$ cat src/rtl/clk_freq_meter_if.sv
`default_nettype none
// ============================================================================
// Module      : clk_freq_meter_if
// Description : Control/result bundle of the clock frequency meter.
// Revision    : 1.0 - initial release
// ============================================================================
interface clk_freq_meter_if #(
    parameter int CNT_W  = 16,
    parameter int GATE_W = 16
);
    logic              start;
    logic              abort;
    logic [GATE_W-1:0] gate_len;
    logic              busy;
    logic              valid;
    logic [CNT_W-1:0]  count;
    logic              ovf;

    modport master (
        output start, abort, gate_len,
        input  busy, valid, count, ovf
    );

    modport slave (
        input  start, abort, gate_len,
        output busy, valid, count, ovf
    );
endinterface
`default_nettype wire

$ cat src/rtl/clk_freq_meter.sv
`default_nettype none
// ============================================================================
// Module      : clk_freq_meter
// Description : Counts rising edges of an asynchronous input over a gate
//               window of clk cycles. Define CLK_METER_CONT_EN for
//               back-to-back continuous windows.
// Revision    : 1.0 - initial release
// ============================================================================
module clk_freq_meter #(
    parameter int CNT_W  = 16,
    parameter int GATE_W = 16
) (
    input  wire logic          clk,
    input  wire logic          rst_n,
    input  wire logic          meas_in,
    clk_freq_meter_if.slave    bus
);

    typedef logic [1:0] state_t;
    localparam state_t            c_IDLE     = 2'd0;
    localparam state_t            c_MEASURE  = 2'd1;
    localparam state_t            c_DONE     = 2'd2;
    localparam logic [GATE_W-1:0] c_GATE_ONE = GATE_W'(1);

    state_t            r_state;
    state_t            w_state_nxt;
    logic              w_load;
    logic              w_step;
    logic              w_latch;
    logic              w_zero;

    logic              r_s1;
    logic              r_s2;
    logic              r_s3;
    logic              w_edge;

    logic [GATE_W-1:0] r_gate_cnt;
    logic [CNT_W-1:0]  r_edge_cnt;
    logic [CNT_W-1:0]  w_edge_cnt_nxt;
    logic              r_acc;
    logic              w_acc_nxt;
    logic              w_sat;
    logic [CNT_W-1:0]  r_count;
    logic              r_ovf;

    assign w_edge = r_s2 & ~r_s3;

    // Saturate instead of wrapping; a blocked increment marks the window overflowed.
    always_comb begin
        w_sat          = &r_edge_cnt;
        w_edge_cnt_nxt = (w_edge && !w_sat) ? r_edge_cnt + 1'b1 : r_edge_cnt;
        w_acc_nxt      = r_acc | (w_edge & w_sat);
    end

    always_ff @(posedge clk) begin
        if (!rst_n) begin
            r_state <= c_IDLE;
        end else begin
            r_state <= w_state_nxt;
        end
    end

    always_comb begin
        w_state_nxt = r_state;
        w_load      = 1'b0;
        w_step      = 1'b0;
        w_latch     = 1'b0;
        w_zero      = 1'b0;
        case (r_state)
            c_IDLE: begin
                if (bus.start && !bus.abort) begin
                    w_load = 1'b1;
                    if (bus.gate_len == '0) begin
                        w_zero      = 1'b1;
                        w_state_nxt = c_DONE;
                    end else begin
                        w_state_nxt = c_MEASURE;
                    end
                end
            end
            c_MEASURE: begin
                // Abort beats gate expiry: the window is dropped without a result.
                if (bus.abort) begin
                    w_state_nxt = c_IDLE;
                end else begin
                    w_step = 1'b1;
                    if (r_gate_cnt == c_GATE_ONE) begin
                        w_latch     = 1'b1;
                        w_state_nxt = c_DONE;
                    end
                end
            end
            c_DONE: begin
`ifdef CLK_METER_CONT_EN
                if (bus.abort || bus.gate_len == '0) begin
                    w_state_nxt = c_IDLE;
                end else begin
                    w_load      = 1'b1;
                    w_state_nxt = c_MEASURE;
                end
`else
                w_state_nxt = c_IDLE;
`endif
            end
            default: begin
                w_state_nxt = c_IDLE;
            end
        endcase
    end

    always_ff @(posedge clk) begin
        if (!rst_n) begin
            r_s1       <= 1'b0;
            r_s2       <= 1'b0;
            r_s3       <= 1'b0;
            r_gate_cnt <= '0;
            r_edge_cnt <= '0;
            r_acc      <= 1'b0;
            r_count    <= '0;
            r_ovf      <= 1'b0;
        end else begin
            r_s1 <= meas_in;
            r_s2 <= r_s1;
            r_s3 <= r_s2;

            if (w_load) begin
                r_gate_cnt <= bus.gate_len;
                r_edge_cnt <= '0;
                r_acc      <= 1'b0;
            end else if (w_step) begin
                r_gate_cnt <= r_gate_cnt - 1'b1;
                r_edge_cnt <= w_edge_cnt_nxt;
                r_acc      <= w_acc_nxt;
            end

            // Result is captured on entry to DONE so it is fresh while valid is high.
            if (w_latch) begin
                r_count <= w_edge_cnt_nxt;
                r_ovf   <= w_acc_nxt;
            end else if (w_zero) begin
                r_count <= '0;
                r_ovf   <= 1'b0;
            end
        end
    end

    assign bus.busy  = (r_state == c_MEASURE);
    assign bus.valid = (r_state == c_DONE);
    assign bus.count = r_count;
    assign bus.ovf   = r_ovf;

endmodule
`default_nettype wire

$ cat src/flat_wrapper.sv
// flat-port wrapper written by rule: the top's interface ports become plain ports
module clk_freq_meter_flat 
#(
    parameter int CNT_W  = 16,
    parameter int GATE_W = 16
)
  (clk, rst_n, meas_in, bus_start, bus_abort, bus_gate_len, bus_busy, bus_valid, bus_count, bus_ovf);
  clk_freq_meter_if #(.CNT_W(CNT_W), .GATE_W(GATE_W)) bus_i ();
  input  wire logic clk;
  input  wire logic rst_n;
  input  wire logic meas_in;
  input wire logic [$bits(bus_i.start)-1:0] bus_start;
  input wire logic [$bits(bus_i.abort)-1:0] bus_abort;
  input wire logic [$bits(bus_i.gate_len)-1:0] bus_gate_len;
  output wire logic [$bits(bus_i.busy)-1:0] bus_busy;
  output wire logic [$bits(bus_i.valid)-1:0] bus_valid;
  output wire logic [$bits(bus_i.count)-1:0] bus_count;
  output wire logic [$bits(bus_i.ovf)-1:0] bus_ovf;
  assign bus_i.start = bus_start;
  assign bus_i.abort = bus_abort;
  assign bus_i.gate_len = bus_gate_len;
  assign bus_busy = bus_i.busy;
  assign bus_valid = bus_i.valid;
  assign bus_count = bus_i.count;
  assign bus_ovf = bus_i.ovf;
  clk_freq_meter #(.CNT_W(CNT_W), .GATE_W(GATE_W)) u_core (.clk(clk), .rst_n(rst_n), .meas_in(meas_in), .bus(bus_i));
endmodule
$ cat config.mk
export PLATFORM = sky130hd
export DESIGN_NAME = clk_freq_meter_flat
export DESIGN_NICKNAME = d
export VERILOG_FILES = /design/src/rtl/clk_freq_meter_if.sv /design/src/rtl/clk_freq_meter.sv /design/src/flat_wrapper.sv
export SDC_FILE = /design/constraint.sdc
export NUM_CORES = 1
export LEC_CHECK = 0
export BUFFER_PORTS_ARGS = -buffer_cell sky130_fd_sc_hd__buf_2
export CAP_MARGIN = 25
export CORE_UTILIZATION = 40
export DETAILED_ROUTE_END_ITERATION = 8
export GPL_TIMING_DRIVEN = 1
export PLACE_DENSITY_LB_ADDON = 0.12
export SLEW_MARGIN = 5
export SYNTH_ARGS = -nofsm -noshare
export SYNTH_HDL_FRONTEND = slang
export SYNTH_SLANG_ARGS = --single-unit
$ cat constraint.sdc
create_clock -name clk -period 4.7 [get_ports clk]
set_input_delay 0.47 -clock clk [delete_from_list [all_inputs] [get_ports clk]]
set_output_delay 0.47 -clock clk [all_outputs]
set_load 0.01 [all_outputs]
==> impl_metrics.env, run 1 <==
export IMPL_post_layout_nonfiller_instances=442
export IMPL_drc=0
export IMPL_n_antenna_cell=0
export IMPL_end_kind="flop"
export IMPL_fin_skew_ns=0.00924
export IMPL_antenna_found_initial=0
export IMPL_grt_pass1_wl_um=11400
export IMPL_min_to="u_core.r_s1"
export IMPL_synth_edff_count=0
export IMPL_cp_top_family="simple AND/OR/NAND/NOR gates"
export IMPL_place_gp_congestion=0.848
export IMPL_critical_path_max_fanout=15
export IMPL_worst_ep_required_time_ns=4.90
export IMPL_ys_seq_area_share_pct=39.5
export IMPL_synth_common_cells="dfxtp_1 (55), nor2_1 (47), nand2_1 (19)"
export IMPL_peakVddDrop_mv=0.186
export IMPL_fin_crit_ns=2.40
export IMPL_hold_buffers=0
export IMPL_synth_area_leaders="dfxtp_1 (40%), nor2_1 (6.3%), xnor2_1 (5.0%), o2bb2ai_1 (4.7%), xor2_1 (3.1%)"
export IMPL_yosys_area_top_type_share_pct=39.5
export IMPL_portBuffers=39
export IMPL_hp_start="meas_in"
export IMPL_maxSlewViolCount=0
export IMPL_ys_types=47
export IMPL_cts_sinks=55
export IMPL_cts_root_buf="clkbuf_8"
export IMPL_yosysMostFrequentCell="dfxtp_1"
export IMPL_num_vias=2517
export IMPL_p_leak_nw=1.13
export IMPL_crit_chain="ha_1 > or4b_2 > nor4_4 > a2bb2oi_1 > and2_1 > o2bb2ai_1"
export IMPL_core_area_um2=6760
export IMPL_antenna_left=0
export IMPL_hold_viol_final=0
export IMPL_worst_pin_slew_ns=0.747
export IMPL_r2r_slack_ns=2.30
export IMPL_grt_total_usage_pct=19.6
export IMPL_synth_fp_nets=353
export IMPL_clkTransAtPathRegs_ns=0.10
export IMPL_drtIter0Drc=127
export IMPL_regToRegStartpoint="u_core.r_gate_cnt[0]"
export IMPL_cts_max_level=2
export IMPL_min_path_type="input pin to flop"
export IMPL_cts_resized_gates=0
export IMPL_status="completed"
export IMPL_synthFlopType="dfxtp_1"
export IMPL_setup_tns_ns=0
export IMPL_yosys_warnings=0
export IMPL_path_buf_inv=0
export IMPL_place_hpwl_um=4740
export IMPL_detail_route_first_pass_iterations=4
export IMPL_cts_buffers=5
export IMPL_pre_cts_slack_ns=2.25
export IMPL_ff2ff_path_depth=6
export IMPL_fin_crit_sh_pct=51.1
export IMPL_grt_overflow_total=0
export IMPL_cts_setup_buffers=0
export IMPL_grt_max_degree=33
export IMPL_whs_path_depth=2
export IMPL_cp_slowest_stage_delay_ns=0.64
export IMPL_ys_ff_latch=55
export IMPL_power_density_nw_per_um2=304
export IMPL_vias_per_cell=5.69
export IMPL_synthArstFlopShare_pct=0
export IMPL_start_util_pct=41.2
export IMPL_die_area_um2=7300
export IMPL_clock_path_buffers=2
export IMPL_holdWs_ns=0.366
export IMPL_cpMaxStageDelayCell="or4b_2"
export IMPL_nets=385
export IMPL_setup_ws_ns=2.30
export IMPL_drive_gt1_share_pct=16.9
export IMPL_crit_type="flop to flop"
export IMPL_area_growth_pct=14.3
export IMPL_cts_tree="done"
export IMPL_yosys_area_top_type="dfxtp_1"
export IMPL_setup_violations=0
export IMPL_fmax_mhz=417
export IMPL_max_slew_margin_pct=49.8
export IMPL_ioPinCount=40
export IMPL_r2r_end="u_core.bus.count[3]"
export IMPL_insertion_delay_ns=0.31
export IMPL_row_count=30
export IMPL_placed_cells=432
export IMPL_n_fill_cell=684
export IMPL_rsz0062_at_grt="false"
export IMPL_dieHeight_um=85.4
export IMPL_syn_cell_area_um2=2790
export IMPL_cap_violations=0
export IMPL_grt_pass1_vias=2370
export IMPL_wl_per_cell_um=15.2
export IMPL_syn_avg_cell_area_um2=8.47
export IMPL_cp_start_kind="flop"
export IMPL_wl_um=6700
export IMPL_cp_arrival_ns=2.60
export IMPL_die_w_um=85.4
export IMPL_postSynthCellCount=329
## cells in the final DEF, fill, tap and decap left out, types with 3 or more instances in the layout
| cell type | instances |
|---|---|
| nor2_1 | 47 |
| a222oi_1 | 4 |
| or3_1 | 8 |
| xnor2_1 | 16 |
| ha_1 | 3 |
| nor2b_1 | 3 |
| xor2_1 | 10 |
| a31oi_1 | 3 |
| inv_1 | 4 |
| o2bb2ai_1 | 15 |
| a2bb2oi_1 | 3 |
| clkbuf_8 | 6 |
| nand3_1 | 14 |
| dfxtp_1 | 55 |
| and2_1 | 5 |
| or4_1 | 5 |
| nor4_1 | 12 |
| a21oi_1 | 14 |
| nor3_1 | 14 |
| a22oi_1 | 3 |
| and4_1 | 4 |
| buf_2 | 39 |
| nand4_1 | 11 |
| nand2_1 | 19 |
| a221oi_1 | 3 |
| o21ai_0 | 12 |
## sequential cells by signal, summed over array words and instances (netlist names)
signal             flops
u_core.bus.count      16
u_core.r_edge_cnt     16
u_core.r_gate_cnt     16
u_core.r_state         2
u_core.bus.ovf         1
u_core.r_acc           1
u_core.r_s1            1
u_core.r_s2            1
u_core.r_s3            1
## where the power goes
part	total [mW]	internal, mW	switching (mW)
sequential	0.488	0.477	0.0115
combinational	0.106	0.0419	0.0640
clock	0.374	0.213	0.162
## worst reg2reg max path, stage by stage (launching register included)
cell and delay (ns):
dfxtp_1 0.43, ha_1 0.17, or4b_2 0.64, nor4_4 0.32, a2bb2oi_1 0.16, and2_1 0.37, o2bb2ai_1 0.21
## area by class of cell
| type | count | area, µm² | share of cell area, % |
|---|---|---|---|
| clock buffer | 5 | 68.8 | 2.16 |
| clock inverter | 3 | 67.6 | 2.12 |
| inverter | 5 | 18.8 | 0.589 |
| multi-input combinational | 252 | 1610 | 50.5 |
| sequential | 55 | 1100 | 34.6 |
| tap | 80 | 100 | 3.14 |
| timing repair buffer | 42 | 221 | 6.95 |
## through the flow
stage | power, mW | cell area, µm² | util [%]
after CTS | 0.977 | 3170 | 46.9
after global routing | 1.01 | 3180 | 47.1
after global placement | 0.603 | 3030 | 44.8
after floorplan | 0.574 | 2790 | -
after detailed placement | 0.604 | 3030 | 44.8
final | 0.968 | 3180 | 47.1
## worst max-delay path by stage
stage / to / slack, ns / cells after the start / start
after floorplan: u_core.bus.count[10] / 2.45 / 8 / u_core.r_gate_cnt[0]
after global placement: u_core.bus.count[11] / 2.29 / 6 / u_core.r_gate_cnt[0]
after detailed placement: u_core.bus.count[10] / 2.25 / 6 / u_core.r_gate_cnt[0]
after CTS: u_core.bus.count[0] / 2.23 / 6 / u_core.r_gate_cnt[0]
after global routing: u_core.bus.count[13] / 2.13 / 6 / u_core.r_gate_cnt[0]
final: u_core.bus.count[3] / 2.30 / 6 / u_core.r_gate_cnt[0]
## layer usage
metal  GRT usage (%)  wire length (µm)  share of wire [%]
met1            25.3              3230                 48
met2            33.7              3230                 48
met3            3.31               140                2.1
met4            5.61               100                1.5
met5               0                 0                  0
## logic make-up after synthesis
family          Yosys count  synth area share, %
mux                       3                 1.12
fa+ha+maj                 3                 1.35
flops                    55                 39.5
compound gates           63                 15.9
xor+xnor                 26                 8.18
buf+inv                  22                 3.19
simple gates            157                 30.7
Power figures use the tool's default switching activity.
==> run 2: changes to the inputs <==
==> constraint.sdc (replaced) <==
create_clock -name clk -period 2.4 [get_ports clk]
set_input_delay 0.24 -clock clk [delete_from_list [all_inputs] [get_ports clk]]
set_output_delay 0.24 -clock clk [all_outputs]
set_load 0.01 [all_outputs]
==> run 2 against run 1 <==
Compared with the run above: clock-buffer cell count increased by 2; first-iteration DRC count decreased by 23%; critical endpoint is now u_core.bus.count[8]; power increased by 75%; die area unchanged; sequential share of layout area decreased by 0.43 points; critical path depth increased by 1; highest routed layer unchanged; clock power increased by 35%; clock skew decreased by 0.0066 ns; hold slack got worse by 0.24 ns; global-route usage increased by 0.32 points.
==> impl_metrics.env, run 2 (synthesis gave the netlist of run 1 again) <==
export IMPL_status="completed"
export IMPL_detail_route_first_pass_iterations=7
export IMPL_fin_crit_sh_pct=90.7
export IMPL_vias_per_cell=5.69
export IMPL_hold_viol_final=0
export IMPL_critical_path_max_fanout=6
export IMPL_hold_buffers=0
export IMPL_cts_root_buf="clkbuf_8"
export IMPL_dieHeight_um=85.4
export IMPL_worst_pin_slew_ns=0.571
export IMPL_cts_tree="done"
export IMPL_setup_violations=0
export IMPL_rsz0062_at_grt="false"
export IMPL_start_util_pct=41.2
export IMPL_max_slew_margin_pct=61.7
export IMPL_cp_arrival_ns=2.41
export IMPL_maxSlewViolCount=0
export IMPL_cts_sinks=55
export IMPL_cts_resized_gates=0
export IMPL_antenna_found_initial=0
export IMPL_clkTransAtPathRegs_ns=0.09
export IMPL_final_common_cell="dfxtp_1"
export IMPL_wl_per_cell_um=15.0
export IMPL_core_area_um2=6760
export IMPL_die_w_um=85.4
export IMPL_p_leak_nw=1.18
export IMPL_combinationalPowerShare_pct=13.7
export IMPL_place_gp_congestion=0.774
export IMPL_cts_buffers=5
export IMPL_grt_pass1_wl_um=11400
export IMPL_portBuffers=39
export IMPL_cts_setup_buffers=0
export IMPL_grt_overflow_total=0
export IMPL_fin_skew_ns=0.00264
export IMPL_antenna_left=0
export IMPL_cap_violations=0
export IMPL_num_vias=2590
export IMPL_worst_ep_required_time_ns=2.64
export IMPL_ioPinCount=40
export IMPL_die_area_um2=7300
export IMPL_nets=398
export IMPL_crit_type="flop to flop"
export IMPL_drive_gt1_share_pct=19.5
export IMPL_final_cell_mix="dfxtp_1 (55), nor2_1 (47), buf_2 (39), nand2_1 (19)"
export IMPL_grt_total_usage_pct=19.9
export IMPL_end_kind="flop"
export IMPL_area_growth_pct=15.8
export IMPL_placed_cells=447
export IMPL_p_sw_share_pct=26.9
export IMPL_row_count=30
export IMPL_grt_pass1_vias=2408
export IMPL_n_antenna_cell=0
export IMPL_setup_tns_ns=0
export IMPL_p_int_mw=1.24
export IMPL_min_path_type="input pin to flop"
export IMPL_setup_ws_ns=0.224
export IMPL_fmax_mhz=460
export IMPL_holdWs_ns=0.128
export IMPL_insertion_delay_ns=0.31
export IMPL_drtIter0Drc=98
export IMPL_wl_um=6850
export IMPL_p_seq_share_pct=56.5
export IMPL_peakVddDrop_mv=0.253
export IMPL_power_density_nw_per_um2=524
export IMPL_cts_max_level=2
export IMPL_post_layout_nonfiller_instances=455
export IMPL_total_switching_power_mw=0.455
export IMPL_fin_crit_ns=2.18
export IMPL_clock_path_buffers=2
export IMPL_clkPwrFrac_pct=29.8
export IMPL_power_mw=1.69
export IMPL_cp_start_kind="flop"
export IMPL_pre_cts_slack_ns=0.186
export IMPL_drc=0
export IMPL_grt_max_degree=26
export IMPL_place_hpwl_um=5070
## run 2: final cells by class
type / instances / area [µm²]
multi-input combinational: 252 / 1610
clock buffer: 7 / 76.3
tap: 80 / 100
inverter: 5 / 18.8
clock inverter: 1 / 5.00
timing repair buffer: 55 / 315
sequential: 55 / 1100
fill: 687 / 3530
## run 2: stage by stage
stage | instance area, µm² | utilization, %
global route | 3220 | 47.7
CTS | 3220 | 47.7
global placement | 3140 | 46.5
detailed placement | 3140 | 46.5
finish | 3220 | 47.7
floorplan | 2790 | -
## run 2: worst paths after layout
| path | startpoint | to | slack [ns] | cells past startpoint |
|---|---|---|---|---|
| setup / recovery | u_core.r_gate_cnt[0] | u_core.bus.count[8] | 0.22 | 7 |
| hold / removal | meas_in | u_core.r_s1 | 0.13 | 2 |
| hold reg to reg | u_core.r_s1 | u_core.r_s2 | 0.44 | 1 |
| setup reg to reg | u_core.r_gate_cnt[0] | u_core.bus.count[8] | 0.22 | 7 |
## run 2: power by group through the flow
| stage | clock network (mW) | registers, mW | logic, mW |
|---|---|---|---|
| floorplan | 0 | 0.970 | 0.153 |
| global placement | 0 | 0.976 | 0.228 |
| detailed placement | 0 | 0.976 | 0.230 |
| CTS | 0.523 | 0.955 | 0.232 |
| global route | 0.573 | 0.958 | 0.259 |
| finish | 0.504 | 0.955 | 0.231 |
## run 2: worst max-delay path, cell delays in order, from the launching register on
cell and delay, ns:
dfxtp_1 0.42, ha_1 0.16, or4b_2 0.62, nor4_4 0.18, buf_4 0.17, nand2_1 0.07
or3_1 0.34, a21oi_1 0.14
## run 2: metal layers
metal  share of wire [%]  track usage [%]  vias to the layer above
met5                   0                0                        -
met3                 4.3             3.70                       13
met2                  50             36.0                       66
met1                  44             23.5                     1205
li1                    -                -                     1306
met4                 2.1             6.97                        0
==> run 3: changes to the inputs <==
--- a/config.mk
+++ b/config.mk
@@ -7,7 +7,9 @@
 export LEC_CHECK = 0
 export BUFFER_PORTS_ARGS = -buffer_cell sky130_fd_sc_hd__buf_2
 export CAP_MARGIN = 25
-export CORE_UTILIZATION = 40
+export CELL_PAD_IN_SITES_DETAIL_PLACEMENT = 0
+export CELL_PAD_IN_SITES_GLOBAL_PLACEMENT = 2
+export CORE_UTILIZATION = 34
 export DETAILED_ROUTE_END_ITERATION = 8
 export GPL_TIMING_DRIVEN = 1
 export PLACE_DENSITY_LB_ADDON = 0.12
==> run 3 against run 2 <==
Compared with the run above: setup slack worse by 0.031 ns; clock-buffer cell count decreased by 1; sequential share of layout area is 0.46 points lower; die area up 17%; clock power up 6.7%; critical path depth is the same; via count fell by 1.8%; register-to-register slack got worse by 0.03 ns; global-route usage decreased by 1.7 points; clock skew increased by 0.0087 ns; routed wire length rose by 6.3%.
==> impl_metrics.env, run 3 (synthesis gave the netlist of run 1 again) <==
export IMPL_cp_start_kind="flop"
export IMPL_die_w_um=92.5
export IMPL_min_path_type="input pin to flop"
export IMPL_grt_pass1_vias=2469
export IMPL_highest_layer="met4"
export IMPL_insertion_delay_ns=0.32
export IMPL_grt_overflow_total=0
export IMPL_cts_setup_buffers=0
export IMPL_fin_util_pct=41.9
export IMPL_dr_wl_met3_um=213
export IMPL_num_vias=2544
export IMPL_vias_per_cell=5.32
export IMPL_pre_cts_slack_ns=0.129
export IMPL_grt_pass1_wl_um=12200
export IMPL_n_fill_cell=814
export IMPL_cts_buffers=5
export IMPL_core_area_um2=7810
export IMPL_hold_viol_final=0
export IMPL_cts_root_buf="clkbuf_8"
export IMPL_clkTransAtPathRegs_ns=0.10
export IMPL_power_density_nw_per_um2=529
export IMPL_crit_type="flop to flop"
export IMPL_hp_start="meas_in"
export IMPL_r2r_end="u_core.bus.count[8]"
export IMPL_grt_max_degree=23
export IMPL_setup_ws_ns=0.193
export IMPL_antenna_found_initial=0
export IMPL_drive_gt1_share_pct=19.9
export IMPL_cts_tree="done"
export IMPL_start_util_pct=35.7
export IMPL_setup_violations=0
export IMPL_cp_top_family="simple AND/OR/NAND/NOR gates"
export IMPL_fin_crit_sh_pct=92.0
export IMPL_final_cell_mix="dfxtp_1 (55), nor2_1 (47), buf_2 (39), nand2_1 (19), buf_4 (17)"
export IMPL_max_slew_margin_pct=60.6
export IMPL_ioPinCount=40
export IMPL_wl_um=7270
export IMPL_p_leak_nw=1.18
export IMPL_cp_arrival_ns=2.44
export IMPL_worst_pin_slew_ns=0.587
export IMPL_cp_num_cells=7
export IMPL_cts_max_level=2
export IMPL_setup_tns_ns=0
export IMPL_antenna_left=0
export IMPL_fin_crit_ns=2.21
export IMPL_rsz0062_at_grt="false"
export IMPL_cpMaxStageDelayCell="or4b_2"
export IMPL_status="completed"
export IMPL_portBuffers=39
export IMPL_fin_skew_ns=0.0114
export IMPL_clock_path_buffers=2
export IMPL_dieHeight_um=92.5
export IMPL_worst_ep_required_time_ns=2.63
export IMPL_area_growth_pct=17.3
export IMPL_final_common_cell="dfxtp_1"
export IMPL_crit_chain="ha_1 > or4b_2 > nor4_4 > buf_4 > nand2_1 > or3_1 > a21oi_1"
export IMPL_die_area_um2=8560
export IMPL_n_antenna_cell=0
export IMPL_drtIter0Drc=83
export IMPL_hold_buffers=0
export IMPL_place_hpwl_um=5280
export IMPL_wl_per_cell_um=15.2
export IMPL_regToRegStartpoint="u_core.r_gate_cnt[0]"
export IMPL_path_buf_inv=1
export IMPL_end_kind="flop"
export IMPL_cp_slowest_stage_delay_ns=0.64
export IMPL_cts_resized_gates=0
export IMPL_cts_sinks=55
export IMPL_place_gp_congestion=0.812
export IMPL_grt_total_usage_pct=18.2
export IMPL_r2r_slack_ns=0.19
export IMPL_drc=0
export IMPL_detail_route_first_pass_iterations=5
export IMPL_fmax_mhz=453
export IMPL_peakVddDrop_mv=0.209
export IMPL_critical_path_max_fanout=6
export IMPL_maxSlewViolCount=0
export IMPL_row_count=32
export IMPL_whs_path_depth=2
export IMPL_min_to="u_core.r_s1"
export IMPL_drt_met1_wl_um=3330
export IMPL_wl_met2_um=3590
export IMPL_cap_violations=0
export IMPL_ff2ff_path_depth=7
export IMPL_nets=399
==> run 3: worst register-to-register path, cell delays in order, from the launching register on <==
cell and delay, ns:
dfxtp_1 0.42, ha_1 0.16, or4b_2 0.64, nor4_4 0.18, buf_4 0.17, nand2_1 0.07, or3_1 0.35, a21oi_1 0.14
==> run 3: worst max-delay path by stage <==
stage                                    start              endpoint  slack (ns)
final                     u_core.r_gate_cnt[0]   u_core.bus.count[8]        0.19
after global routing      u_core.r_gate_cnt[0]   u_core.bus.count[8]        0.04
after floorplan           u_core.r_gate_cnt[0]  u_core.bus.count[10]        0.15
after CTS                 u_core.r_gate_cnt[0]   u_core.bus.count[5]        0.12
after detailed placement  u_core.r_gate_cnt[0]  u_core.bus.count[14]        0.13
after global placement    u_core.r_gate_cnt[0]   u_core.bus.count[4]        0.17
==> run 3: per-layer routing <==
metal | track usage (%) | vias to the layer above
li1 | - | 1305
met1 | 22.8 | 1179
met2 | 31.4 | 47
met3 | 2.96 | 13
met4 | 6.38 | 0
met5 | 0 | -
==> run 3: final cells by class <==
| cell class | instances | area [µm²] | share of cell area (%) |
|---|---|---|---|
| well taps | 102 | 128 | 3.91 |
| multi-input cells | 252 | 1610 | 49.2 |
| clock buffers | 6 | 72.6 | 2.22 |
| repair buffers | 56 | 323 | 9.88 |
| flip-flops and latches | 55 | 1100 | 33.7 |
| inverters | 5 | 18.8 | 0.574 |
| clock inverters | 2 | 17.5 | 0.536 |
==> run 3: power breakdown <==
part           internal (mW)  total, mW  switching [mW]
Sequential             0.934      0.955          0.0212
Combinational         0.0983      0.236           0.138
Clock                  0.211      0.538           0.327
Total                   1.24       1.73           0.486
==> run 3: per-stage QoR <==
| step | std cells | total power [mW] | cell area (µm²) | hold slack [ns] |
|---|---|---|---|---|
| after floorplan | 329 | 1.12 | 2790 | 0.319 |
| after global placement | 470 | 1.21 | 3180 | 0.414 |
| after detailed placement | 470 | 1.21 | 3180 | 0.423 |
| after CTS | 478 | 1.75 | 3270 | 0.122 |
| after global routing | 478 | 1.83 | 3270 | 0.121 |
| final | 478 | 1.73 | 3270 | 0.128 |
